<file path="config.mk">
export PLATFORM = sky130hd
export DESIGN_NAME = mem_req_resp
export DESIGN_NICKNAME = d
export VERILOG_FILES = /design/src/rtl/mem_req_resp.sv
export SDC_FILE = /design/constraint.sdc
export NUM_CORES = 1
export LEC_CHECK = 0
export CAP_MARGIN = 10
export CORE_AREA = 2 2 127 129
export CTS_BUF_LIST = sky130_fd_sc_hd__clkbuf_8 sky130_fd_sc_hd__clkbuf_16
export CTS_CLUSTER_SIZE = 25
export DETAILED_ROUTE_END_ITERATION = 7
export DIE_AREA = 0 0 129 131
export GPL_TIMING_DRIVEN = 0
export PLACE_DENSITY_LB_ADDON = 0.3
export SLEW_MARGIN = 20
export SYNTH_ARGS = -nofsm -noshare
export SYNTH_HDL_FRONTEND = slang
export SYNTH_SLANG_ARGS = --single-unit
</file>
<file path="constraint.sdc">
create_clock -name clk -period 2.1 [get_ports clk]
set_input_delay 0.21 -clock clk [delete_from_list [all_inputs] [get_ports clk]]
set_output_delay 0.21 -clock clk [all_outputs]
set_load 0.05 [all_outputs]
</file>
<file path="src/rtl/mem_req_resp.sv">
`default_nettype none
//------------------------------------------------------------------------------
// Module      : mem_req_resp
// Description : Word-addressed memory behind a valid/ready request port and a
//               valid/ready response port.
//               - Reads capture the addressed word when the request is
//                 accepted and place it in a 2-entry in-order response queue.
//               - Writes update storage when the request is accepted.
//               Optional feature macro: ECE2300_MEM_WRITE_ACK_EN.
//               - Defined: every accepted write also queues an acknowledge
//                 (resp_type=1, resp_data=0).
//               - Undefined: writes produce no response and are not held off
//                 by a full queue.
// Ports       : clk        - clock, rising edge active
//               reset      - asynchronous, active-low reset
//               req_val    - request valid
//               req_rdy    - request ready
//               req_type   - 0 = read, 1 = write
//               req_addr   - word address, $clog2(NWORDS) bits
//               req_wdata  - write data, DATA_BITS bits
//               resp_val   - response valid (queue not empty)
//               resp_rdy   - response ready
//               resp_type  - type of the request answered by the head entry
//               resp_data  - read data of the head entry (0 for write acks)
// Parameters  : NWORDS (power of two, 4..256), DATA_BITS
// Revision    : 1.0 - initial release
//------------------------------------------------------------------------------
module mem_req_resp #(
   parameter int NWORDS    = 16,
   parameter int DATA_BITS = 8
) (
   input  logic                      clk,
   input  logic                      reset,
   input  logic                      req_val,
   output logic                      req_rdy,
   input  logic                      req_type,
   input  logic [$clog2(NWORDS)-1:0] req_addr,
   input  logic [DATA_BITS-1:0]      req_wdata,
   output logic                      resp_val,
   input  logic                      resp_rdy,
   output logic                      resp_type,
   output logic [DATA_BITS-1:0]      resp_data
);

   // Storage is deliberately not reset: a reset only discards queued responses.
   logic [DATA_BITS-1:0] mem [NWORDS];

   // Two-entry response queue.
   logic                 q_type [2];
   logic [DATA_BITS-1:0] q_data [2];
   logic                 wr_ptr;
   logic                 rd_ptr;
   logic [1:0]           count;

   logic                 room;
   logic                 deq;
   logic                 enq;
   logic                 wr_en;
   logic                 enq_type;
   logic [DATA_BITS-1:0] enq_data;

   always_comb begin
      deq      = (count != 2'd0) && resp_rdy;
      // A full queue only has room when its head leaves this same cycle;
      // count==2 already implies resp_val, so resp_rdy alone decides.
      room     = (count != 2'd2) || resp_rdy;
`ifdef ECE2300_MEM_WRITE_ACK_EN
      req_rdy  = reset && room;
      wr_en    = req_val && req_rdy && req_type;
      enq      = req_val && req_rdy;
      enq_type = req_type;
      enq_data = req_type ? '0 : mem[req_addr];
`else
      // Writes never occupy a queue slot, so only reads wait for room.
      req_rdy  = reset && (room || req_type);
      wr_en    = req_val && req_rdy && req_type;
      enq      = req_val && req_rdy && !req_type;
      enq_type = 1'b0;
      enq_data = mem[req_addr];
`endif
   end

   always_ff @(posedge clk) begin
      if (wr_en) begin
         mem[req_addr] <= req_wdata;
      end
   end

   always_ff @(posedge clk or negedge reset) begin
      if (!reset) begin
         count     <= 2'd0;
         wr_ptr    <= 1'b0;
         rd_ptr    <= 1'b0;
         q_type[0] <= 1'b0;
         q_type[1] <= 1'b0;
         q_data[0] <= '0;
         q_data[1] <= '0;
      end else begin
         if (enq) begin
            q_type[wr_ptr] <= enq_type;
            q_data[wr_ptr] <= enq_data;
            wr_ptr         <= ~wr_ptr;
         end
         if (deq) begin
            rd_ptr <= ~rd_ptr;
         end
         case ({enq, deq})
            2'b10:   count <= count + 2'd1;
            2'b01:   count <= count - 2'd1;
            default: count <= count;
         endcase
      end
   end

   // Head outputs are forced to zero when the queue is empty.
   always_comb begin
      resp_val  = (count != 2'd0);
      resp_type = resp_val & q_type[rd_ptr];
      resp_data = resp_val ? q_data[rd_ptr] : '0;
   end

endmodule
`default_nettype wire

</file>
# ---- After elaboration in Yosys (flattened, before gate mapping)
# Memory sizes are Yosys's and may differ from the RTL's.
# Index checks and enable logic that the tools add are counted.
dict set report word_totals {
  ff_bits 22
  ramBits 128
  inputBits 17
  output_inout_bits 11
  wordCells 49
  mem_count 1
}
# name words width rd rd_ports_with_merged_regs write_ports line_no
set memory_table {}
lappend memory_table {mem 16 8 1 0 1 46} ;# logic [DATA_BITS-1:0] mem [NWORDS];
dict set report classes {
  add_sub_neg 2
  n_lt_le_gt_ge 3
  eq_ne 3
  muxes 15
  bitwise 7
  reduce_logical 11
}
# cell count
set ops {}
lappend ops {{$mux 8} 5}
lappend ops {{$bwmux 16} 1}
lappend ops {{$demux 8 s1} 1}
lappend ops {{$logic_and 1x1->1} 6}
lappend ops {{$mux 1} 6}
lappend ops {{$ge 2x2->1 const B} 2}
lappend ops {{$not 1->2} 2}
lappend ops {{$pmux 2 s2} 1}
lappend ops {{$reduce_bool 2->1} 2}
lappend ops {{$add 2x1->2 const B} 1}
lappend ops {{$and 2x2->2} 1}
lappend ops {{$eq 2x1->1 const B} 1}
lappend ops {{$eq 2x2->1 const B} 1}
lappend ops {{$logic_or 1x1->1} 2}
lappend ops {{$lt 2x1->1 const B} 1}
lappend ops {{$ne 2x2->1 const B} 1}
lappend ops {{$not 1->1} 2}
lappend ops {{$not 2->2} 1}
lappend ops {{$sub 2x1->2 const B} 1}
lappend ops {{$and 1x1->1} 1}
lappend ops {{$demux 1 s1} 1}
lappend ops {{$logic_not 1->1} 1}

# ---- Logic depth before layout (Yosys ltp)
# Gate-level depths: netlist of run 1.
dict set report depth {
  word_depth 8
  depth_mapped 6
  ltp_nobuf 6
}

# ---- Worst setup path before layout of run 1
# No wires, ideal clock.
dict set report synth_path {
  path_type {reg-to-output}
  from {reg count[1]}
  to {out req_rdy}
  t_arrival_ps 1732
  t_required_ps 1890
  slack_ps 158
  path_stages_with_launch 3
  n_path_buf 0
  cell_sequence {dfrtp_1 nor3b_2 a21boi_0}
}
dict set report synth_between {
  elab_chain_len 4
}
# element line_no
set synth_lines {}
lappend synth_lines {{start: declaration} 53} ;# logic [1:0] count;
lappend synth_lines {{start signal: assignment} 108} ;# 2'b10: count <= count + 2'd1;
lappend synth_lines {{start signal: assignment} 109} ;# 2'b01: count <= count - 2'd1;
lappend synth_lines {{start signal: assignment} 110} ;# default: count <= count;
lappend synth_lines {{$ne 2x2->1} 66} ;# room = (count != 2'd2) || resp_rdy;
lappend synth_lines {{$logic_or 1x1->1} 66}
lappend synth_lines {{$logic_or 1x1->1} 75} ;# req_rdy = reset && (room || req_type);
lappend synth_lines {{$logic_and 1x1->1} 75}
lappend synth_lines {{end: declaration} 35} ;# output logic req_rdy,
# Every way passes these cells.

# ---- Worst setup path after layout of run 1
dict set report layout_path {
  from {in req_type}
  to {mem mem[15][4] (enable)}
}
dict set report layout_between {
  elab_chain_len 6
}
# element line_no
set layout_lines {}
lappend layout_lines {{start: declaration} 36} ;# input logic req_type,
lappend layout_lines {{$logic_or 1x1->1} 75}
lappend layout_lines {{$logic_and 1x1->1} 75}
lappend layout_lines {{$logic_and 1x1->1} 76} ;# wr_en = req_val && req_rdy && req_type;
lappend layout_lines {{$logic_and 1x1->1 (*)} 76}
lappend layout_lines {{$mux 1 (*)} 84} ;# if (wr_en) begin
lappend layout_lines {{$mux 1 (not written as such) (*)} 85} ;# mem[req_addr] <= req_wdata;
lappend layout_lines {{end: declaration} 46}
# Every way passes the cells marked *; elsewhere a longest branch is shown, timed or not.

==> results of run 1 <==
## layout by cell type, fill, tap and decap left out, types with 2 or more instances in the layout
master and count:
nand2_1 6, o22ai_1 12, nor3_4 4, clkinv_4 6, nand2b_1 2, xnor2_1 3
mux2_2 10, nand3_1 4, bufinv_16 5, nand3b_1 2, nor2b_1 4, edfxtp_1 128
mux2i_1 47, buf_4 5, clkbuf_2 12, o221ai_1 6, a22oi_1 2, buf_2 9
dfrtp_1 21, clkdlybuf4s50_1 13, clkinvlp_4 3, nor3_1 2, or3_1 3, a21oi_1 6
clkbuf_16 17, a31oi_1 14, buf_6 3, nor2_1 36, inv_1 3, mux4_2 7
xor2_1 2, and2_1 3, a211oi_1 2, buf_12 2, nor2_2 11
## tightest hold or removal path, cell delays in order
cell and delay [ps]:
buf_6 100, inv_1 90, nand2_1 70, a21o_1 150, a31oi_1 90
## through the flow
stage	setup slack, ps	hold WS, ps	utilization, %	std cells
6_report	59.52	343.5	47.38	654
5_1_grt	-70.24	367.6	47.38	654
3_5_place_dp	-1493	476.8	42.64	618
4_1_cts	-21.16	334.8	47.11	650
3_3_place_gp	-1708	473.0	42.54	618
2_1_floorplan	158.4	-85.59	-	377
## repair_timing
item,CTS,global route
gates resized for setup,32,28
setup buffers,0,3
hold buffers,1,1
endpoints found under the hold margin,22,22
pin swaps,0,3
setup endpoints to repair,160,99
## synthesized netlist by cell type (6+ instances only)
cell,number
mux4_2,7
buf_2,7
mux2_2,10
a31oi_1,14
o22ai_1,12
nand2_1,6
a21oi_1,6
nor3_1,6
o221ai_1,6
edfxtp_1,128
mux2i_1,47
nor2_1,48
dfrtp_1,22
## layer usage
layer	track usage (%)	vias up
met5	0	-
met4	5.627	0
met3	3.950	10
met2	25.83	58
met1	21.70	1714
li1	-	1566
## final cells by class
| cell class | instances | area share [%] |
|---|---|---|
| buffer | 18 | 1.659 |
| clock buffer | 17 | 5.757 |
| clock inverter | 15 | 3.115 |
| inverter | 3 | 0.1524 |
| multi-input combinational | 205 | 22.71 |
| sequential | 150 | 59.48 |
| tap | 216 | 3.657 |
| timing repair buffer | 30 | 3.471 |
## worst max-delay path by stage
| stage | from | end | depth (start not counted) |
|---|---|---|---|
| CTS | count[0]$_DFFE_PN0P_ | resp_data[0] | 4 |
| global route | req_type | mem[9][6]$_DFFE_PP_ | 5 |
| detailed placement | reset | mem[15][3]$_DFFE_PP_ | 5 |
| global placement | reset | mem[3][3]$_DFFE_PP_ | 5 |
| floorplan | count[1]$_DFFE_PN0P_ | req_rdy | 2 |
| finish | req_type | mem[15][4]$_DFFE_PP_ | 5 |
## power by group
| group | internal [µW] | switching (µW) | total [µW] |
|---|---|---|---|
| registers | 3450 | 178 | 3630 |
| logic | 491 | 1020 | 1510 |
| clock network | 2110 | 1200 | 3310 |
## state kept, by name, summed over array words and instances (netlist names)
signal and cells:
rd_ptr 1, q_data 16, q_type 2, mem 128
count 2, wr_ptr 1
## cells by family (layout without fill, tap and decap cells)
kind of cell,count (synthesis),count (layout),synth area share [%]
buffers and inverters,22,83,2.107
and+or+nand+nor,87,87,7.407
muxes,65,65,12.54
AOI/OAI and AO/OA,47,47,5.156
xor gates and xnor gates,5,5,0.7163
DFF,150,150,71.86
adders and majority gates,1,1,0.2046
==> results.yml, run 1 <==
outcome:
  status: "complete, no violations"
worst_setup_path:
  critical_path_required_ps: 2160
  path_delay_family: "simple AND/OR/NAND/NOR gates"
  critPathMaxStageDelay_ps: 650
  arrival_ps: 2100
  crit_path_end_kind: "flip-flop"
  rrSetupSlack_ps: 290
  cp_max_fo: 8
  r2r-end: "q_data[8]$_DFFE_PN0P_"
  critPathKind: "primary input to flip-flop"
  reg2reg_depth: 5
  cp_slowest_cell: "clkdlybuf4s50_1"
  crit_chain: "clkdlybuf4s50_1 -> inv_1 -> nor2_1 -> nand3_1 -> nor2_2"
  timing.rr.start: "count[1]$_DFFE_PN0P_"
  startpoint_type: "primary input"
  path_buf_inv: 2
route:
  vias: 3348
  routed_wl_um: 12800
  met1_length_um: 5922
  met2_length_um: 6265
  via_per_inst: 5.119
  drcViolationCount: 0
  drtIter0Drc: 329
  wl_met3_um: 460
  firstDrtPassIters: 4
  wl_per_cell_um: 19.57
  ant_nets: 0
  top_layer: "met4"
finish:
  nFillCells: 1327
  seqCellArea_um2: 4395
  finish.net_count: 443
  multi_input_area_um2: 1678
  syn_to_final_growth_pct: 20.85
  design_area_um2: 7390
  drive_gt1_share_pct: 23.74
  antenna_cells: 0
floorplanning:
  rows: 46
  start_util_pct: 39.20
  die_h_um: 131
  io_pins: 28
  die_w_um: 129
  dieArea_um2: 16900
  core-area_um2: 15600
power:
  ir_worst_vdd_uv: 744.8
  p_leak_uw: 0.002580
  total_power_uw: 8448
  power.density_nw_per_um2: 1143
global_route:
  grt_pass1_wl_um: 19530
  grt_pass1_vias: 3321
  grt_antenna_before_repair: 0
  track_usage_pct: 16.13
  grt_max_degree: 23
  grt_overflow: 0
timing:
  finalHoldViolCount: 0
  drv_slew: 0
  fmax_mhz: 490.1
  tightest_slew_ps: 765.7
  finalCritPeriodShare_pct: 97.17
  rsz0062_at_grt: "yes"
  final-setup-viol-count: 0
  slew_headroom_pct: 48.95
  skew_ps: 6.358
  setup_tns_ps: 0
  min_period_ps: 2040
min_path:
  min_path_cells: 5
  hold_class: "primary input to flip-flop"
  min-delay-start: "req_addr[1]"
  min_delay_worst_endpoint: "q_data[14]$_DFFE_PN0P_"
clocking:
  cts_tree: "yes"
  insertion_delay_ps: 420
  cts.clk_slew.worst_paths_ps: 60
  cts_made_buffers: 17
  cts_sinks: 150
  ctsLongestPathBuffers: 2
  clock-root-buffer: "clkbuf_16"
  htree_levels: 4
synth:
  synth-edff-count: 128
  yosys-top-cells-area: "edfxtp_1 63%, dfrtp_1 9.0%, mux2i_1 7.7%"
  yosys_warnings: 0
  ys_ff_latch: 150
  async_flop_share_pct: 14.67
  synth_top_cell_by_area: "edfxtp_1"
  synth_top_area_share_pct: 62.86
  synth_nets: 395
  avgSynthCellArea_um2: 16.22
  syn_area_um2: 6115
  seq_area_frac_synth_pct: 71.86
  syn_inst: 377
  ys_types: 44
  ys.flop_type: "edfxtp_1"
job:
  max_cap_viol_count: 0
placement:
  gp_congestion: 0.8045
  port_buffers: 25
  dpl.hpwl_um: 8554
  place_area_um2: 6650
Note: power is estimated with default switching activity, not from simulation.
==> run 2, diff against run 1 <==
--- a/config.mk
+++ b/config.mk
@@ -13,5 +13,5 @@
 export DIE_AREA = 0 0 129 131
 export GPL_TIMING_DRIVEN = 0
-export PLACE_DENSITY_LB_ADDON = 0.3
+export PLACE_DENSITY = 0.67
 export SLEW_MARGIN = 20
 export SYNTH_ARGS = -nofsm -noshare
==> constraint.sdc (replaced) <==
create_clock -name clk -period 2.1 [get_ports clk]
set_input_delay 0.21 -clock clk [delete_from_list [all_inputs] [get_ports clk]]
set_output_delay 0.21 -clock clk [all_outputs]
set_load 0.005 [all_outputs]
==> run 2 against run 1 <==
  * Flip-flop and latch count unchanged
  * Sequential share of layout area rose by 0.057 points
  * The flow now finishes with violations (hold timing)
  * Highest routed layer unchanged
  * Register-to-register slack got worse by 30 ps
  * Worst hold slack worse by 360 ps
  * Critical endpoint is now mem[6][3]$_DFFE_PP_
  * Critical path depth is 1 lower
  * Non-clock buffer count unchanged
==> results.yml, run 2 (synthesis results as in run 1) <==
timing:
  min_period_ps: 2086
  rsz0062_at_grt: "yes"
  fmax_mhz: 479.4
  final-setup-viol-count: 0
  drv_slew: 0
  fin_ws_ps: 14.12
  slew_headroom_pct: 49.38
  tightest_slew_ps: 756.9
  holdWs_ps: -14.65
  skew_ps: 7.901
  finalHoldViolCount: 22
  finalCritPeriodShare_pct: 99.33
power:
  p_leak_uw: 0.002539
  ir_worst_vdd_uv: 625.3
  total_power_uw: 7760
  power.density_nw_per_um2: 1051
floorplanning:
  die_h_um: 131
  die_w_um: 129
  io_pins: 28
  dieArea_um2: 16900
  start_util_pct: 39.20
  core-area_um2: 15600
  rows: 46
clocking:
  cts_made_buffers: 17
  cts_sinks: 150
  cts.clk_slew.worst_paths_ps: 60
  clock-root-buffer: "clkbuf_16"
  cts_tree: "yes"
  ctsLongestPathBuffers: 2
  htree_levels: 4
  insertion_delay_ps: 430
outcome:
  status: "finished, violations left"
  violations: "hold timing"
global_route:
  grt_antenna_before_repair: 0
  track_usage_pct: 16.39
  grt_max_degree: 23
  grt_pass1_wl_um: 19680
  grt_pass1_vias: 3416
  grt_overflow: 0
route:
  vias: 3358
  via_per_inst: 5.135
  firstDrtPassIters: 5
  drcViolationCount: 0
  wl_per_cell_um: 19.83
  routed_wl_um: 12970
  drtIter0Drc: 308
  ant_nets: 0
finish:
  antenna_cells: 0
  reg_top3: "mem (128), q_data (16)"
  drive_gt1_share_pct: 21.00
  fin_util_pct: 47.34
  largest_register: "mem"
  layout_commonest_cell: "edfxtp_1"
  mostFrequentLayoutCells: "128 x edfxtp_1, 47 x mux2i_1, 37 x nor2_1"
  finish.net_count: 443
  syn_to_final_growth_pct: 20.77
  largest_reg_flops: 128
worst_setup_path:
  critical_path_required_ps: 2160
  cp_slowest_cell: "clkdlybuf4s50_1"
  critPathKind: "primary input to flip-flop"
  rrSetupSlack_ps: 260
  crit_path_end_kind: "flip-flop"
  critPathMaxStageDelay_ps: 660
  arrival_ps: 2140
  crit_chain: "clkdlybuf4s50_1 -> nand3_1 -> or3_1 -> nor2_1"
  cp_max_fo: 8
  startpoint_type: "primary input"
min_path:
  hold_class: "primary input to async pin"
placement:
  gp_congestion: 0.8073
  dpl.hpwl_um: 8459
  pre_cts_ws_ps: -1433
  port_buffers: 25
job:
  max_cap_viol_count: 0
[run 2: cell count changes in the layout (fill, tap and decap cells not counted), sizes merged]
cell           before  now
dlygate4sd3         1    0
buf                19   20
clkdlybuf4s18       0    1
clkdlybuf4s50      13   24
dlygate4sd2         1    0
clkinv              7    6
clkbuf             30   19
inv                 3    7
bufinv              5    2
[run 2: report_power, final]
group          switching (µW)  internal, µW  total, µW  leakage [µW]
logic                     523           637       1160      0.000860
clock network            1210          1750       2960      0.000275
registers                 186          3460       3640       0.00140
total                    1920          5840       7760       0.00254
[run 2: through the flow]
step                      hold slack [ps]  cells  TNS (ps)  instance area (µm²)
after floorplan                    -85.59    377         0                 6115
after detailed placement            478.7    618   -175390                 6655
after global placement              473.1    618   -170670                 6635
after CTS                           367.9    650     -2378                 7286
after global routing                35.55    654    -332.7                 7385
final                              -14.65    654         0                 7385
[run 2: area by class of cell]
type                       instances  area [µm²]
buffer                            18       122.6
clock buffer                      17       425.4
clock inverter                    15       153.9
fill                            1336        8213
inverter                           3       11.26
multi-input combinational        205        1694
sequential                       150        4397
tap                              216       270.3
timing repair buffer              30       310.3
[run 2: layer usage]
metal	global-route usage, %	wire length (µm)
met3	4.805	756
met4	6.010	237
met5	0	0
met2	25.80	5996
met1	21.80	5981
[run 2: worst max-delay path: cells and delay by family]
family / cells / cell delay [ps]
simple gates: 3 / 1270
buf+inv: 1 / 660
[run 2: repair_timing]
item	CTS	global route
resized for setup	17	15
hold buffers	1	0
pin swaps	0	3
endpoints found under the hold margin	22	0
setup buffers	0	4
setup endpoints to repair	160	106
[run 2: worst paths after layout]
kind / start / end / cells past startpoint
min in group clk: req_addr[1] / q_data[8]$_DFFE_PN0P_ / 5
max: req_type / mem[6][3]$_DFFE_PP_ / 4
min reg2reg: q_type[1]$_DFFE_PN0P_ / q_type[1]$_DFFE_PN0P_ / 1
max in group asynchronous: reset / count[0]$_DFFE_PN0P_ / 2
min: reset / q_data[8]$_DFFE_PN0P_ / 2
max reg2reg: count[1]$_DFFE_PN0P_ / q_data[8]$_DFFE_PN0P_ / 5
==> run 3, diff against run 2 <==
Settings changed: PLACE_DENSITY 0.67 to 0.69.
Clock period 2.1 ns to 1.7 ns, I/O delays scaled along.
==> run 3 against run 2 <==
  * Core utilization rose by 2.8 points
  * Worst hold slack better by 380 ps
  * Critical path depth rose by 3
  * Sequential power grew 22%
  * Clock power is 30% higher
  * Flip-flop and latch count unchanged
  * Power rose by 28%
  * Worst setup slack got worse by 26 ps
  * Register-to-register slack worse by 270 ps
  * Final cell count rose by 2.8%
  * Highest routed layer unchanged
  * Via count increased by 4.8%
  * Combinational power increased by 41%
  * Largest power group unchanged
  * The run ends with setup timing left
==> results.yml, run 3 (synthesis results as in run 1) <==
outcome:
  status: "finished, violations left"
  violations: "setup timing"
finish:
  syn_to_final_growth_pct: 27.81
  layout_commonest_cell: "edfxtp_1"
  drive_gt1_share_pct: 28.07
  antenna_cells: 0
  largest_register: "mem"
  finalNonFillerCells: 672
  design_area_um2: 7815
  mostFrequentLayoutCells: "128 x edfxtp_1, 47 x mux2i_1, 33 x nor2_1"
  finish.net_count: 461
  largest_reg_flops: 128
  reg_top3: "mem (128), q_data (16)"
floorplanning:
  core-area_um2: 15600
  rows: 46
  dieArea_um2: 16900
  start_util_pct: 39.20
  die_h_um: 131
  die_w_um: 129
  io_pins: 28
global_route:
  track_usage_pct: 16.77
  grt_antenna_before_repair: 0
  grt_pass1_vias: 3592
  grt_overflow: 0
  grt_pass1_wl_um: 20440
  grt_max_degree: 23
worst_setup_path:
  crit_chain: "nor3b_4 -> buf_6 -> or3_4 -> ha_4 -> xnor2_2 -> nor2_2 -> xor2_1"
  startpoint_type: "flip-flop"
  path_delay_family: "simple AND/OR/NAND/NOR gates"
  startpoint: "count[1]$_DFFE_PN0P_"
  cp_max_fo: 4
  path_buf_inv: 1
  critical_path_required_ps: 2000
  crit_path_end_kind: "flip-flop"
  timing.rr.start: "count[1]$_DFFE_PN0P_"
  cp_slowest_cell: "dfrtp_2"
  critPathMaxStageDelay_ps: 430
  arrival_ps: 2010
  critPathKind: "flip-flop to flip-flop"
clocking:
  insertion_delay_ps: 420
  cts_sinks: 150
  ctsLongestPathBuffers: 2
  htree_levels: 4
  cts_made_buffers: 17
  clock-root-buffer: "clkbuf_16"
  cts.clk_slew.worst_paths_ps: 60
  cts_tree: "yes"
job:
  max_cap_viol_count: 0
placement:
  dpl.cell_count: 618
  dpl.hpwl_um: 8153
  pre_cts_ws_ps: -1714
  port_buffers: 25
  gp_congestion: 0.7900
  place_area_um2: 6655
timing:
  slew_headroom_pct: 51.59
  drv_slew: 0
  rsz0062_at_grt: "yes"
  finalCritPeriodShare_pct: 100.7
  setup_tns_ps: -11.51
  fmax_mhz: 584.3
  min_period_ps: 1712
  tightest_slew_ps: 723.9
  fin_ws_ps: -11.51
  skew_ps: 4.360
  finalHoldViolCount: 0
  final-setup-viol-count: 1
min_path:
  hold_class: "primary input to async pin"
power:
  p_leak_uw: 0.002735
  clkPwrFrac_pct: 38.8
  ir_worst_vdd_uv: 796.9
  combinationalPowerShare_pct: 16.5
  p_switching_uw: 2366
  seqPwrFrac_pct: 44.7
  internal_power_uw: 7566
  power.density_nw_per_um2: 1271
  switching_share_pct: 23.82
route:
  wl_per_cell_um: 19.38
  drtIter0Drc: 279
  firstDrtPassIters: 5
  vias: 3520
  routed_wl_um: 13020
  ant_nets: 0
  drcViolationCount: 0
  via_per_inst: 5.238
[run 3: cell count changes in the layout (fill, tap and decap cells not counted), sizes merged, moves of 2 or more]
| cell | change |
|---|---|
| bufinv | +2 |
| clkdlybuf4s15 | +7 |
| dlygate4sd2 | +4 |
| clkdlybuf4s50 | -14 |
| buf | +18 |
| dlymetal6s2s | +2 |
| inv | -3 |
[run 3: stage by stage]
stage	hold WS [ps]	utilization (%)	power (µW)
floorplan	-125.6	-	5294
global placement	473.8	42.67	5898
detailed placement	474.1	42.67	5942
CTS	338.8	49.65	9901
global route	397.5	50.10	10350
finish	367.1	50.10	9932
[run 3: repair_timing]
| action | 4_1_cts | 5_1_grt |
|---|---|---|
| hold buffers | 1 | 1 |
| setup buffers | 20 | 2 |
| endpoints found under the hold margin | 22 | 22 |
| gates resized for setup | 72 | 25 |
| endpoints found under the setup margin | 160 | 69 |
| pin swaps | 16 | 8 |
[run 3: routing by layer]
layer	part of all wire, %	global-route usage [%]	vias to the layer above
met1	44	21.95	1777
met4	1.3	5.946	0
li1	-	-	1607
met3	5.6	3.950	16
met2	50	27.67	120
met5	0	0	-
[run 3: final timing paths]
kind | cells past startpoint | slack [ps] | endpoint
setup / recovery | 7 | -10 | count[1]$_DFFE_PN0P_
hold / removal | 3 | 370 | q_data[0]$_DFFE_PN0P_
setup reg to reg | 7 | -10 | count[1]$_DFFE_PN0P_
hold reg to reg | 1 | 490 | q_type[1]$_DFFE_PN0P_
max in group asynchronous | 3 | 970 | count[0]$_DFFE_PN0P_
min in group clk | 5 | 370 | q_data[6]$_DFFE_PN0P_
[run 3: worst register-to-register path: stages (launching register included)]
cell and delay [ps]:
dfrtp_2 430, nor3b_4 170, buf_6 130, or3_4 340, ha_4 170, xnor2_2 130, nor2_2 60, xor2_1 150
[run 3: power by group through the flow]
stage	registers (µW)	logic, µW	clock network (µW)
2_1_floorplan	4460	838	0
3_3_place_gp	4480	1420	0
3_5_place_dp	4500	1440	0
4_1_cts	4420	1570	3910
5_1_grt	4470	1800	4080
6_report	4440	1640	3860
[run 3: layout make-up]
type	count	area [µm²]
well taps	216	270.3
inverters	3	11.26
clock inverters	15	187.7
multi-input cells	205	1844
clock buffers	17	425.4
repair buffers	49	554.3
fillers	1255	7782
flip-flops and latches	150	4398
plain buffers	17	123.9
